==> config.mk <==
export PLATFORM = sky130hd
export DESIGN_NAME = w5500_spi_slave
export DESIGN_NICKNAME = d
export VERILOG_FILES = /design/src/rtl/w5500_spi_slave.sv
export SDC_FILE = /design/constraint.sdc
export NUM_CORES = 1
export LEC_CHECK = 0
export ABC_AREA = 1
export CAP_MARGIN = 10
export CORE_ASPECT_RATIO = 1.5
export CORE_MARGIN = 3
export CORE_UTILIZATION = 34
export CTS_CLUSTER_SIZE = 8
export DETAILED_ROUTE_END_ITERATION = 10
export PLACE_DENSITY = 0.57
export SLEW_MARGIN = 5
export SYNTH_ARGS = -nofsm -noshare
export SYNTH_HDL_FRONTEND = slang
export SYNTH_SLANG_ARGS = --single-unit
==> constraint.sdc <==
create_clock -name clk -period 1.7 [get_ports clk]
set_clock_uncertainty 0.15 [all_clocks]
set_input_delay 0.34 -clock clk [delete_from_list [all_inputs] [get_ports clk]]
set_output_delay 0.34 -clock clk [all_outputs]
set_load 0.05 [all_outputs]
==> src/rtl/w5500_spi_slave.sv <==
// w5500_spi_slave
// ---------------------------------------------------------------------------
// SPI responder (mode 0) that speaks the W5500 frame format: 16-bit address,
// 8-bit control byte (BSB[7:3], RWB[2] 1=write, OM[1:0]), then data bytes.
// SCK/CS/MOSI are oversampled in the clk domain. Data bytes become one-cycle
// write strobes or read requests on a byte-wide register port. Read data is
// shifted out MSB first on MISO.
//
// Optional feature: define W5500_SLV_FDM_EN to honour OM as a fixed data
// length (01=1, 10=2, 11=4 bytes, 00=variable). Without it every frame is
// variable length and the DRAIN state is never entered.
//
// Ports:
//   clk, rst_n          system clock, synchronous active-low reset
//   spi_cs/sck/mosi     SPI inputs, asynchronous to clk
//   o_spi_miso          SPI output, 0 when not shifting read data
//   o_wr_en, o_wr_dat   write strobe and byte
//   o_rd_en, i_rd_dat   read request and data (valid 1 clk after o_rd_en)
//   o_addr, o_bsb       byte address and block select of the current access
//   o_frame_end/err     clean / broken frame termination pulses
// ---------------------------------------------------------------------------
module w5500_spi_slave #(
   parameter int SYNC_STAGES = 2
) (
   input  logic        clk,
   input  logic        rst_n,
   input  logic        spi_cs,
   input  logic        spi_sck,
   input  logic        spi_mosi,
   output logic        o_spi_miso,
   output logic        o_wr_en,
   output logic        o_rd_en,
   output logic [15:0] o_addr,
   output logic [4:0]  o_bsb,
   output logic [7:0]  o_wr_dat,
   input  logic [7:0]  i_rd_dat,
   output logic        o_frame_end,
   output logic        o_frame_err
);

   typedef enum logic [2:0] {S_IDLE, S_ADDR, S_CTRL, S_DATA, S_DRAIN} state_t;

   state_t                 state_q, state_d;
   logic [SYNC_STAGES-1:0] sck_sync_q, sck_sync_d;
   logic [SYNC_STAGES-1:0] cs_sync_q, cs_sync_d;
   logic [SYNC_STAGES-1:0] mosi_sync_q, mosi_sync_d;
   logic                   sck_prev_q, sck_prev_d;
   logic                   cs_prev_q, cs_prev_d;
   logic [2:0]             bit_cnt_q, bit_cnt_d;
   logic [2:0]             byte_cnt_q, byte_cnt_d;
   logic [15:0]            rx_sh_q, rx_sh_d;
   logic [7:0]             tx_sh_q, tx_sh_d;
   logic [15:0]            addr_q, addr_d;
   logic [4:0]             bsb_q, bsb_d;
   logic                   rwb_q, rwb_d;
   logic [7:0]             wr_dat_q, wr_dat_d;
   logic                   wr_en_q, wr_en_d;
   logic                   rd_en_q, rd_en_d;
   logic                   rd_dly_q, rd_dly_d;
   logic                   miso_q, miso_d;
   logic                   frame_end_q, frame_end_d;
   logic                   frame_err_q, frame_err_d;
`ifdef W5500_SLV_FDM_EN
   logic [1:0]             om_q, om_d;
   logic [2:0]             byte_limit;
`endif

   logic sck_s, cs_s, mosi_s;
   logic sck_rise, sck_fall, cs_fall, cs_rise;
   logic last_byte;

   assign sck_s    = sck_sync_q[SYNC_STAGES-1];
   assign cs_s     = cs_sync_q[SYNC_STAGES-1];
   assign mosi_s   = mosi_sync_q[SYNC_STAGES-1];
   assign sck_rise = sck_s & ~sck_prev_q;
   assign sck_fall = ~sck_s & sck_prev_q;
   assign cs_fall  = ~cs_s & cs_prev_q;
   assign cs_rise  = cs_s & ~cs_prev_q;

   // Synchronizers and edge-detect history. Reset to 0 so that a reset taken
   // while CS is low never looks like a CS fall; a CS rise seen in IDLE is
   // simply ignored.
   always_comb begin
      sck_sync_d  = {sck_sync_q[SYNC_STAGES-2:0], spi_sck};
      cs_sync_d   = {cs_sync_q[SYNC_STAGES-2:0], spi_cs};
      mosi_sync_d = {mosi_sync_q[SYNC_STAGES-2:0], spi_mosi};
      sck_prev_d  = sck_s;
      cs_prev_d   = cs_s;
   end

   // Fixed-length data phase: the byte that reaches the OM limit is the last.
`ifdef W5500_SLV_FDM_EN
   always_comb begin
      case (om_q)
         2'b01:   byte_limit = 3'd1;
         2'b10:   byte_limit = 3'd2;
         2'b11:   byte_limit = 3'd4;
         default: byte_limit = 3'd0;
      endcase
      last_byte = (om_q != 2'b00) && ((byte_cnt_q + 3'd1) == byte_limit);
   end
`else
   assign last_byte = 1'b0;
`endif

   // Frame decoder: next state, counters, shift registers and strobes.
   always_comb begin
      state_d     = state_q;
      bit_cnt_d   = bit_cnt_q;
      byte_cnt_d  = byte_cnt_q;
      rx_sh_d     = rx_sh_q;
      tx_sh_d     = tx_sh_q;
      addr_d      = addr_q;
      bsb_d       = bsb_q;
      rwb_d       = rwb_q;
      wr_dat_d    = wr_dat_q;
      wr_en_d     = 1'b0;
      rd_en_d     = 1'b0;
      rd_dly_d    = rd_en_q;
      miso_d      = miso_q;
      frame_end_d = 1'b0;
      frame_err_d = 1'b0;
`ifdef W5500_SLV_FDM_EN
      om_d        = om_q;
`endif

      // Write address advances the cycle after its strobe.
      if (wr_en_q) begin
         addr_d = addr_q + 16'd1;
      end

      case (state_q)
         S_IDLE: begin
            miso_d = 1'b0;
            if (cs_fall) begin
               state_d    = S_ADDR;
               bit_cnt_d  = 3'd0;
               byte_cnt_d = 3'd0;
            end
         end
         S_ADDR: begin
            if (sck_rise) begin
               rx_sh_d   = {rx_sh_q[14:0], mosi_s};
               bit_cnt_d = bit_cnt_q + 3'd1;
               if (bit_cnt_q == 3'd7) begin
                  if (byte_cnt_q == 3'd1) begin
                     addr_d     = {rx_sh_q[14:0], mosi_s};
                     byte_cnt_d = 3'd0;
                     state_d    = S_CTRL;
                  end else begin
                     byte_cnt_d = byte_cnt_q + 3'd1;
                  end
               end
            end
         end
         S_CTRL: begin
            if (sck_rise) begin
               rx_sh_d   = {rx_sh_q[14:0], mosi_s};
               bit_cnt_d = bit_cnt_q + 3'd1;
               if (bit_cnt_q == 3'd7) begin
                  bsb_d   = rx_sh_q[6:2];
                  rwb_d   = rx_sh_q[1];
                  rd_en_d = ~rx_sh_q[1];
`ifdef W5500_SLV_FDM_EN
                  om_d    = {rx_sh_q[0], mosi_s};
`endif
                  state_d = S_DATA;
               end
            end
         end
         S_DATA: begin
            if (rwb_q) begin
               miso_d = 1'b0;
            end else if (sck_fall) begin
               miso_d  = tx_sh_q[7];
               tx_sh_d = {tx_sh_q[6:0], 1'b0};
            end
            if (sck_rise) begin
               rx_sh_d   = {rx_sh_q[14:0], mosi_s};
               bit_cnt_d = bit_cnt_q + 3'd1;
               if (bit_cnt_q == 3'd7) begin
                  byte_cnt_d = byte_cnt_q + 3'd1;
                  if (rwb_q) begin
                     wr_en_d  = 1'b1;
                     wr_dat_d = {rx_sh_q[6:0], mosi_s};
                  end else begin
                     // Prefetch the next byte unless the fixed length is done.
                     addr_d  = addr_q + 16'd1;
                     rd_en_d = ~last_byte;
                  end
                  if (last_byte) begin
                     state_d = S_DRAIN;
                  end
               end
            end
         end
         S_DRAIN: begin
            miso_d = 1'b0;
         end
         default: begin
            state_d = S_IDLE;
         end
      endcase

      // Read data arrives one cycle after the request; load wins over a shift.
      if (rd_dly_q) begin
         tx_sh_d = i_rd_dat;
      end

      // CS rise ends any frame immediately; a partial byte is never written.
      if (cs_rise && (state_q != S_IDLE)) begin
         state_d = S_IDLE;
         miso_d  = 1'b0;
         wr_en_d = 1'b0;
         rd_en_d = 1'b0;
         if (((state_q == S_DATA) || (state_q == S_DRAIN)) && (bit_cnt_q == 3'd0)) begin
            frame_end_d = 1'b1;
         end else begin
            frame_err_d = 1'b1;
         end
      end
   end

   // State register with synchronous active-low reset.
   always_ff @(posedge clk) begin
      if (!rst_n) begin
         state_q     <= S_IDLE;
         sck_sync_q  <= '0;
         cs_sync_q   <= '0;
         mosi_sync_q <= '0;
         sck_prev_q  <= 1'b0;
         cs_prev_q   <= 1'b0;
         bit_cnt_q   <= 3'd0;
         byte_cnt_q  <= 3'd0;
         rx_sh_q     <= 16'd0;
         tx_sh_q     <= 8'd0;
         addr_q      <= 16'd0;
         bsb_q       <= 5'd0;
         rwb_q       <= 1'b0;
         wr_dat_q    <= 8'd0;
         wr_en_q     <= 1'b0;
         rd_en_q     <= 1'b0;
         rd_dly_q    <= 1'b0;
         miso_q      <= 1'b0;
         frame_end_q <= 1'b0;
         frame_err_q <= 1'b0;
`ifdef W5500_SLV_FDM_EN
         om_q        <= 2'b00;
`endif
      end else begin
         state_q     <= state_d;
         sck_sync_q  <= sck_sync_d;
         cs_sync_q   <= cs_sync_d;
         mosi_sync_q <= mosi_sync_d;
         sck_prev_q  <= sck_prev_d;
         cs_prev_q   <= cs_prev_d;
         bit_cnt_q   <= bit_cnt_d;
         byte_cnt_q  <= byte_cnt_d;
         rx_sh_q     <= rx_sh_d;
         tx_sh_q     <= tx_sh_d;
         addr_q      <= addr_d;
         bsb_q       <= bsb_d;
         rwb_q       <= rwb_d;
         wr_dat_q    <= wr_dat_d;
         wr_en_q     <= wr_en_d;
         rd_en_q     <= rd_en_d;
         rd_dly_q    <= rd_dly_d;
         miso_q      <= miso_d;
         frame_end_q <= frame_end_d;
         frame_err_q <= frame_err_d;
`ifdef W5500_SLV_FDM_EN
         om_q        <= om_d;
`endif
      end
   end

   assign o_spi_miso  = miso_q;
   assign o_wr_en     = wr_en_q;
   assign o_rd_en     = rd_en_q;
   assign o_addr      = addr_q;
   assign o_bsb       = bsb_q;
   assign o_wr_dat    = wr_dat_q;
   assign o_frame_end = frame_end_q;
   assign o_frame_err = frame_err_q;

endmodule

# Yosys cells after proc, flatten, opt, wreduce, memory -nomap -nowiden
# Index checks and enable logic that the tools add are counted.
totals:
  register_bits: 76
  latch_bits: 0
  mem_bits_rw: 0
  mem_bits_ro: 0
  in_bits: 13
  elab_cells: 119
  n_memories: 0
classes:
  addsub: 3
  multipliers: 0
  n_div: 0
  order_cmp: 0
  n_eq_ne: 17
  shift: 0
  muxes: 40
  bitwise: 14
  n_reduce_logical: 25
op_table:
  columns: ["op", "count"]
  rows:
  - ["$mux W16", 7]
  - ["$mux W3", 13]
  - ["$mux W8", 4]
  - ["$pmux W16 S2", 1]
  - ["$add A16 B1 Y16 const B", 1]
  - ["$ne A2 B2 Y1 const B", 8]
  - ["$pmux W3 S4", 1]
  - ["$mux W1", 10]
  - ["$not A1 Y1", 10]
  - ["$pmux W3 S3", 1]
  - ["$reduce_and A3 Y1", 3]
  - ["$reduce_bool A2 Y1", 4]
  - ["$reduce_and A7 Y1", 1]
  - ["$add A3 B1 Y3 const B", 2]
  - ["$eq A3 B1 Y1 const B", 2]
  - ["$eq A3 B2 Y1 const B", 2]
  - ["$eq A3 B3 Y1 const B", 2]
  - ["$logic_not A3 Y1", 2]
  - ["$pmux W3 S2", 1]
  - ["$reduce_and A2 Y1", 3]
  - ["$reduce_and A6 Y1", 1]
  - ["$reduce_bool A3 Y1", 2]
  - ["$reduce_or A2 Y1", 3]
  - ["$reduce_or A5 Y1", 1]
  - ["8 further kinds", 14]

# Depth between registers and ports, before layout
# Gate-level depths: netlist of the first run.
depth:
  depth_word: 6
  depth_mapped: 12

# Worst setup path after synthesis of the first run
# Ideal clock, no wire load.
synth_path:
  path_kind: "reg2reg"
  from: "reg addr_q[0], in the netlist o_addr[0]"
  to: "reg addr_q[8], in the netlist o_addr[8]"
  setup_time_ns: 0.120
  t_arrival_ns: 1.758
  required_ns: 1.430
  setup_slack_ns: -0.327
  stages_incl_launch_ff: 10
  synth_period_minus_slack_ns: 2.027
  path_cell_list: "dfxtp_1 ha_1 nand2_1 nor2_2 nand2_1 xnor2_1 o21ai_0 inv_1 nand2_1 a21oi_1"
synth_via:
  elab_chain_len: 6
  elab_cells_between_ends: 9
synth_lines:
  columns: ["item", "line", "text"]
  rows:
  - ["start: declaration", "53", "logic [15:0] addr_q, addr_d;"]
  - ["start signal: assignment", "261", "addr_q <= addr_d;"]
  - ["$add A16 B1 Y16 (*)", "129, 188", null]
  - ["$mux W16", "128", "if (wr_en_q) begin"]
  - ["$mux W16 (on tied branches)", "183, 146", null]
  - ["$mux W16 (on tied branches)", "181, 145", null]
  - ["$mux W16 (on tied branches)", "178, 142", null]
  - ["$pmux W16 S2 (*)", "132", "case (state_q)"]
# Mark *: on every way between the ends. The rest lies on a longest branch, timed or not.
# A chain may end at the register's enable or synchronous reset.

# Final worst setup path of the first run
layout_path:
  from: "reg bit_cnt_q[0]"
  to: "reg addr_q[12], in the netlist o_addr[12]"
layout_via:
  elab_chain_len: 4
  elab_cells_between_ends: 6
layout_lines:
  columns: ["item", "line", "text"]
  rows:
  - ["start: declaration", "49", "logic [2:0] bit_cnt_q, bit_cnt_d;"]
  - ["start signal: assignment", "257", "bit_cnt_q <= bit_cnt_d;"]
  - ["$eq A3 B3 Y1 (*)", "145, 181", null]
  - ["$mux W16 (on tied branches)", "181, 145", null]
  - ["$mux W16 (on tied branches)", "178, 142", null]
  - ["$pmux W16 S2 (*)", "132", null]
# Marks and branches as above.

==> metrics, run 1 <==
Initial Util 0.354; Synth-to-Final Area Change 49.4%; layout net count 692; I/O pins between 40 and 50; Final ANT Viol Nets 0; Yosys cell types 34; Seq/Total Area, Yosys 0.380; CTS tree built; Die Ht 138 µm; drt wl/cell approximately 14 µm; Cell Pwr Density around 790 nW/µm²; row cnt 47; Congestion Overflow GR 0; Req. time, crit path ~1800 ps; Net Switching roughly 1.3 mW; GRT busiest layer met2; clock root cell clkbuf_16; routed via count between 4,000 and 5,000; part of the power in the clock network 0.397; Critical path origin bit_cnt_q[0]; dpl cell area about 5300 µm²; grt met1 use 0.204; DR iter-0 viols between 200 and 300; Synth Net Count 608; initial antenna violation count 0; Placeable Area 11,200 µm²; Seq pwr share 0.408; synth top area cells dfxtp_1 38%, nand2_1 14%, nand3_1 7.7%; Fin. Hold Viols 0; Peak Freq 572 MHz; crit-path max FO 7; critical path class register to register; Post-Syn Area slightly below 4000 µm²; CTS max path bufs 2; CP Launch Type register; number of global-route vias before repair around 3,900; share of the synthesized area in the top cell type 0.380; Max rail drop VDD between 0.0007 and 0.0008 V; gpl congestion approximately 0.85; Tot GR Track Use 0.177; mean post-synth cell area between 6 and 7 µm²; Design Power 4.69 mW; status complete, but fails checks; port bufs 46; Mapped Cells a little under 600; met3 usage 0.0332; largest net degree at the start of global routing 28; clock-pin transition on the worst setup and hold timing paths 60 ps; global routing usage on met2 0.306; drt first pass iters 7; Setup WS pre-CTS -157 ps; switching portion of total power 0.283; most common cell after layout, fill and taps aside nand2_1; clk sinks 75; cell area after layout 5900 µm²; RSZ-0062 raised after global routing true; failing checks setup timing; P_leak between 2 and 2.5 nW; most frequent cells in the layout 133 x nand2_1, 59 x dfxtp_1, 55 x inv_1; H-Tree Level Count 3; final setup margin -47.7 ps; Setup violations, final 9; share of layout cells above drive strength 1 0.293; Comb pwr share 0.194; Synth Register Bits 75; Rel. slew slack 0.778; yosys warns 0; TritonCTS Buffers 9; # DRC 0; worst hold slack roughly 270 ps; min-delay src sck_sync_q[0]; routed vias/inst slightly below 5; HP Class register to register; crit share post-route 1.03; HPWL after detailed placement ~8400 µm; chip width ~94 µm; Tightest Pin Transition ~330 ps; routed wire length around 11,000 µm; first-pass GRT wire length about 19,000 µm; Clk Latency, worst-skew pair ~340 ps; Pint about 3.4 mW; arrival time of the worst setup path about 1900 ps; ant diodes 0; MaxCap Viol Count 0; crit path capture type register; Final min period around 1700 ps; reg2reg start bit_cnt_q[0]; Cells after DPL 800; area leader, netlist dfxtp_1; final cell count without fillers around 820; die area roughly 13,000 µm²; hold bufs inserted after CTS 0; pins over their slew limit 0
power by group through the flow:
| stage | logic [mW] | clock network [mW] | registers [mW] |
|---|---|---|---|
| final | 0.912 | 1.86 | 1.92 |
| after detailed placement | 0.750 | 0 | 1.94 |
| after global placement | 0.730 | 0 | 1.94 |
| after global routing | 1.00 | 2.00 | 1.93 |
| after floorplan | 0.405 | 0 | 1.96 |
| after CTS | 0.809 | 1.92 | 1.91 |
worst paths after layout:
| check | cells past startpoint | slack, ps | end |
|---|---|---|---|
| max | 11 | -50 | o_addr[12] |
| min | 2 | 270 | sck_sync_q[1] |
| max reg2reg | 11 | -50 | o_addr[12] |
| min reg2reg | 2 | 270 | sck_sync_q[1] |
registers in the layout, summed over array words and instances (netlist names):
name         flops
o_spi_miso       1
rd_dly_q         1
o_frame_err      1
o_addr          16
cs_sync_q        2
bit_cnt_q        3
o_wr_en          1
o_rd_en          1
state_q          2
o_wr_dat         8
sck_prev_q       1
o_bsb            5
tx_sh_q          8
cs_prev_q        1
mosi_sync_q      2
rwb_q            1
o_frame_end      1
rx_sh_q         15
sck_sync_q       2
byte_cnt_q       3
layer usage:
layer / up-vias / part of all wire
met1: 1849 / 0.40
met3: 23 / 0.043
met5: - / 0
li1: 2073 / -
met4: 0 / 0.033
met2: 91 / 0.52
worst max-delay path: stages, from the launching register on:
cell     delay [ps]
dfxtp_2         350
ha_4            140
ha_4            120
inv_2            40
nor2_4          130
buf_6           150
nand2_8          70
buf_12          140
buf_12          130
nand3_2          70
nand3_2          60
a21oi_2         130
timing repair:
item | CTS | global route
pin swaps | 15 | 20
resized for setup | 39 | 56
cloned | 0 | 0
setup buffers | 1 | 2
setup endpoints to repair | 48 | 52
area by class of cell:
type	instances	area [µm²]
Clock buffer	13	280
Clock inverter	3	20.0
Fill cell	1060	5270
Inverter	64	245
Multi-Input combinational cell	419	2400
Sequential cell	75	1530
Tap cell	147	184
Timing Repair Buffer	98	1240
cells in the mapped netlist (all sizes together):
| cell | instances |
|---|---|
| a22oi | 1 |
| a21oi | 46 |
| buf | 12 |
| o211ai | 4 |
| nand2 | 146 |
| xnor2 | 3 |
| ha | 12 |
| inv | 64 |
| nand4 | 5 |
| a31oi | 10 |
| or2 | 4 |
| o21bai | 1 |
| clkbuf | 13 |
| nor2 | 57 |
| xor2 | 5 |
| nor3 | 3 |
| a211oi | 4 |
| dfxtp | 75 |
| nand3 | 63 |
| nor4 | 1 |
| o21ai | 54 |
logic make-up (layout without fill, tap and decap cells):
family,count (synthesis),in the layout,share of synthesized area
compound gates,120,120,0.163
xor+xnor,8,8,0.0177
fa+ha+maj,12,12,0.0380
buf+inv,89,178,0.0921
flops,75,75,0.380
simple gates,279,279,0.309
through the flow:
step	setup TNS, ps	utilization
after floorplan	0	-
after global placement	-1400	0.470
after detailed placement	-2950	0.470
after CTS	-588	0.509
after global routing	-2270	0.528
final	-165	0.528
No activity file was read; power rests on OpenSTA's default activity.
==> inputs of run 2 (changes only) <==
CORE_UTILIZATION = 45   (was 34)
PLACE_DENSITY = 0.71   (was 0.57)
==> run 2 against run 1 <==
The flow still finishes with violations (setup timing). Hold slack got worse by 8.1 ps. Routed wire length about the same. Maximum frequency decreased by 2.7%. Critical path type unchanged. Critical endpoint is now byte_cnt_q[1].
==> metrics, run 2 (synthesized netlist as in run 1, its figures left out) <==
MaxCap Viol Count 0 (unchanged); CTS max path bufs 2 (unchanged); Final min period 1800 ps (+49.3 ps); P_leak 2.42 nW (-1.6%); most common cell after layout, fill and taps aside nand2_1; Rel. slew slack 0.762 (-0.0156); gpl congestion 0.903 (+6.3%); HPWL after detailed placement 7970 µm (-4.8%); Setup WS pre-CTS -188 ps (-30.9 ps); Congestion Overflow GR 0 (unchanged); port bufs 46 (unchanged); TritonCTS Buffers 9 (unchanged); status complete, but fails checks; I/O pins 47 (unchanged); Largest register FFs 16 (unchanged); critical path class register to register; Clk Latency, worst-skew pair 340 ps (about the same); DR iter-0 viols 348 (+37%); ant diodes 0 (unchanged); most frequent cells in the layout 137 x nand2_1, 59 x dfxtp_1, 56 x inv_1, 56 x nand3_1, 42 x buf_4; die area 9970 µm² (-23%); RSZ-0062 raised after global routing true; crit-path max FO 4 (-3); clock-pin transition on the worst setup and hold timing paths 60 ps (about the same); FILL cells 658 (-38%); Design Power 4.83 mW (+3.0%); # DRC 0 (unchanged); initial antenna violation count 0 (unchanged); drt first pass iters 5 (-2); Max rail drop VDD 0.000861 V (+9.6%); Placeable Area 8460 µm² (-24%); H-Tree Level Count 3 (unchanged); crit path capture type register; HP Class register to register; cell family with most CP delay buffers and inverters; crit share post-route 1.06 (+0.0290); Peak Freq 556 MHz (-2.7%); Req. time, crit path 1820 ps (about the same); Setup violations, final 13 (+4); row cnt 41 (-13%); chip width 82.5 µm (-12%); first-pass GRT wire length 18,100 µm (-2.6%); Tot GR Track Use 0.233 (+0.0558); CTS tree built; clock root cell clkbuf_16; CP peak stage delay 330 ps (-20 ps); routed vias/inst 5.37 (+9.0%); routed wire length 11,200 µm (about the same); clk sinks 75 (unchanged); Fin. Hold Viols 0 (unchanged); cell area after layout 5860 µm² (-0.78%); Die Ht 121 µm (-13%); arrival time of the worst setup path 1910 ps (+40 ps); critical path's slowest cell dfxtp_2; final setup margin -97.0 ps (-49.3 ps); pins over their slew limit 0 (unchanged); critical path, cell by cell ha_4 -> ha_4 -> inv_2 -> nor2_4 -> buf_8 -> buf_6 -> o21ai_4 -> inv_2 -> nand2_2 -> nand2_4 -> a211oi_2; Critical path origin bit_cnt_q[1]; min-delay src mosi_sync_q[0]; failing checks setup timing; CP Launch Type register; drt wl/cell 14.4 µm (+5.2%); Tightest Pin Transition 353 ps (+23.2 ps); Final ANT Viol Nets 0 (unchanged); Initial Util 0.467 (+0.113); layout net count 691 (-0.14%); number of global-route vias before repair 4,021 (+3.1%); reg2reg start bit_cnt_q[1]; Cell Pwr Density 825 nW/µm² (+3.8%); routed via count 4,179 (+3.5%); largest net degree at the start of global routing 31 (+11%); share of layout cells above drive strength 1 0.277 (-0.0160); critical path buffer and inverter count 4 (unchanged); dpl cell area 5160 µm² (-1.8%); hold bufs inserted after CTS 0 (unchanged); Synth-to-Final Area Change 48.2%
==> run 2: changes by cell type in the layout (fill, tap and decap cells not counted), moves of 3 or more <==
| cell | change |
|---|---|
| nand2_1 | +4 |
| nand3_1 | +4 |
| buf_4 | -5 |
| nor2_1 | -3 |
| nand2_2 | -5 |
| buf_6 | +3 |
| nand3_2 | -3 |
==> run 2: worst paths after layout <==
check | cells after the start | slack [ps] | to
setup / recovery | 11 | -100 | byte_cnt_q[1]
hold / removal | 2 | 260 | mosi_sync_q[1]
setup reg to reg | 11 | -100 | byte_cnt_q[1]
hold reg to reg | 2 | 260 | mosi_sync_q[1]
==> run 2: through the flow <==
stage                      util  hold WS [ps]  std cells  TNS (ps)
after floorplan               -           240        583         0
after detailed placement  0.609           249        754     -2580
final                     0.692           257        778      -708
after global placement    0.609           243        754     -1090
after CTS                 0.667           260        775      -491
after global routing      0.692           270        778     -3690
==> run 2: area by class of cell <==
| class | count | area, µm² | share of cell area |
|---|---|---|---|
| Multi-Input combinational cell | 419 | 2370 | 0.405 |
| Sequential cell | 75 | 1530 | 0.261 |
| Timing Repair Buffer | 97 | 1260 | 0.214 |
| Clock buffer | 12 | 267 | 0.0455 |
| Inverter | 64 | 254 | 0.0434 |
| Tap cell | 107 | 134 | 0.0229 |
| Clock inverter | 4 | 47.5 | 0.00812 |
==> run 2: where the power goes <==
group | internal, mW | total (mW) | switching, mW
clock network | 1.25 | 1.99 | 0.739
logic | 0.385 | 0.926 | 0.541
registers | 1.83 | 1.91 | 0.0802
==> run 2: what timing repair did <==
| item | 4_1_cts | 5_1_grt |
|---|---|---|
| pin swaps | 13 | 18 |
| buffers inserted | 5 | 3 |
| endpoints found under the setup margin | 33 | 44 |
| gates resized for setup | 37 | 56 |
==> run 2: metal layers <==
layer | share of wire | GRT usage
met5 | 0 | 0
met2 | 0.53 | 0.410
met3 | 0.047 | 0.0477
met1 | 0.39 | 0.260
met4 | 0.035 | 0.108
==> run 2: tightest hold or removal path, delay by kind of cell, from the launching register on <==
family | cells | cell delay [ps]
and+or+nand+nor | 1 | 40
DFF | 1 | 300
buffers and inverters | 1 | 40
==> inputs of run 3 (changes only) <==
CAP_MARGIN = 40   (was 10)
==> results of run 3 <==
Same layout as run 2: the final DEF is identical, and so are final timing and power.
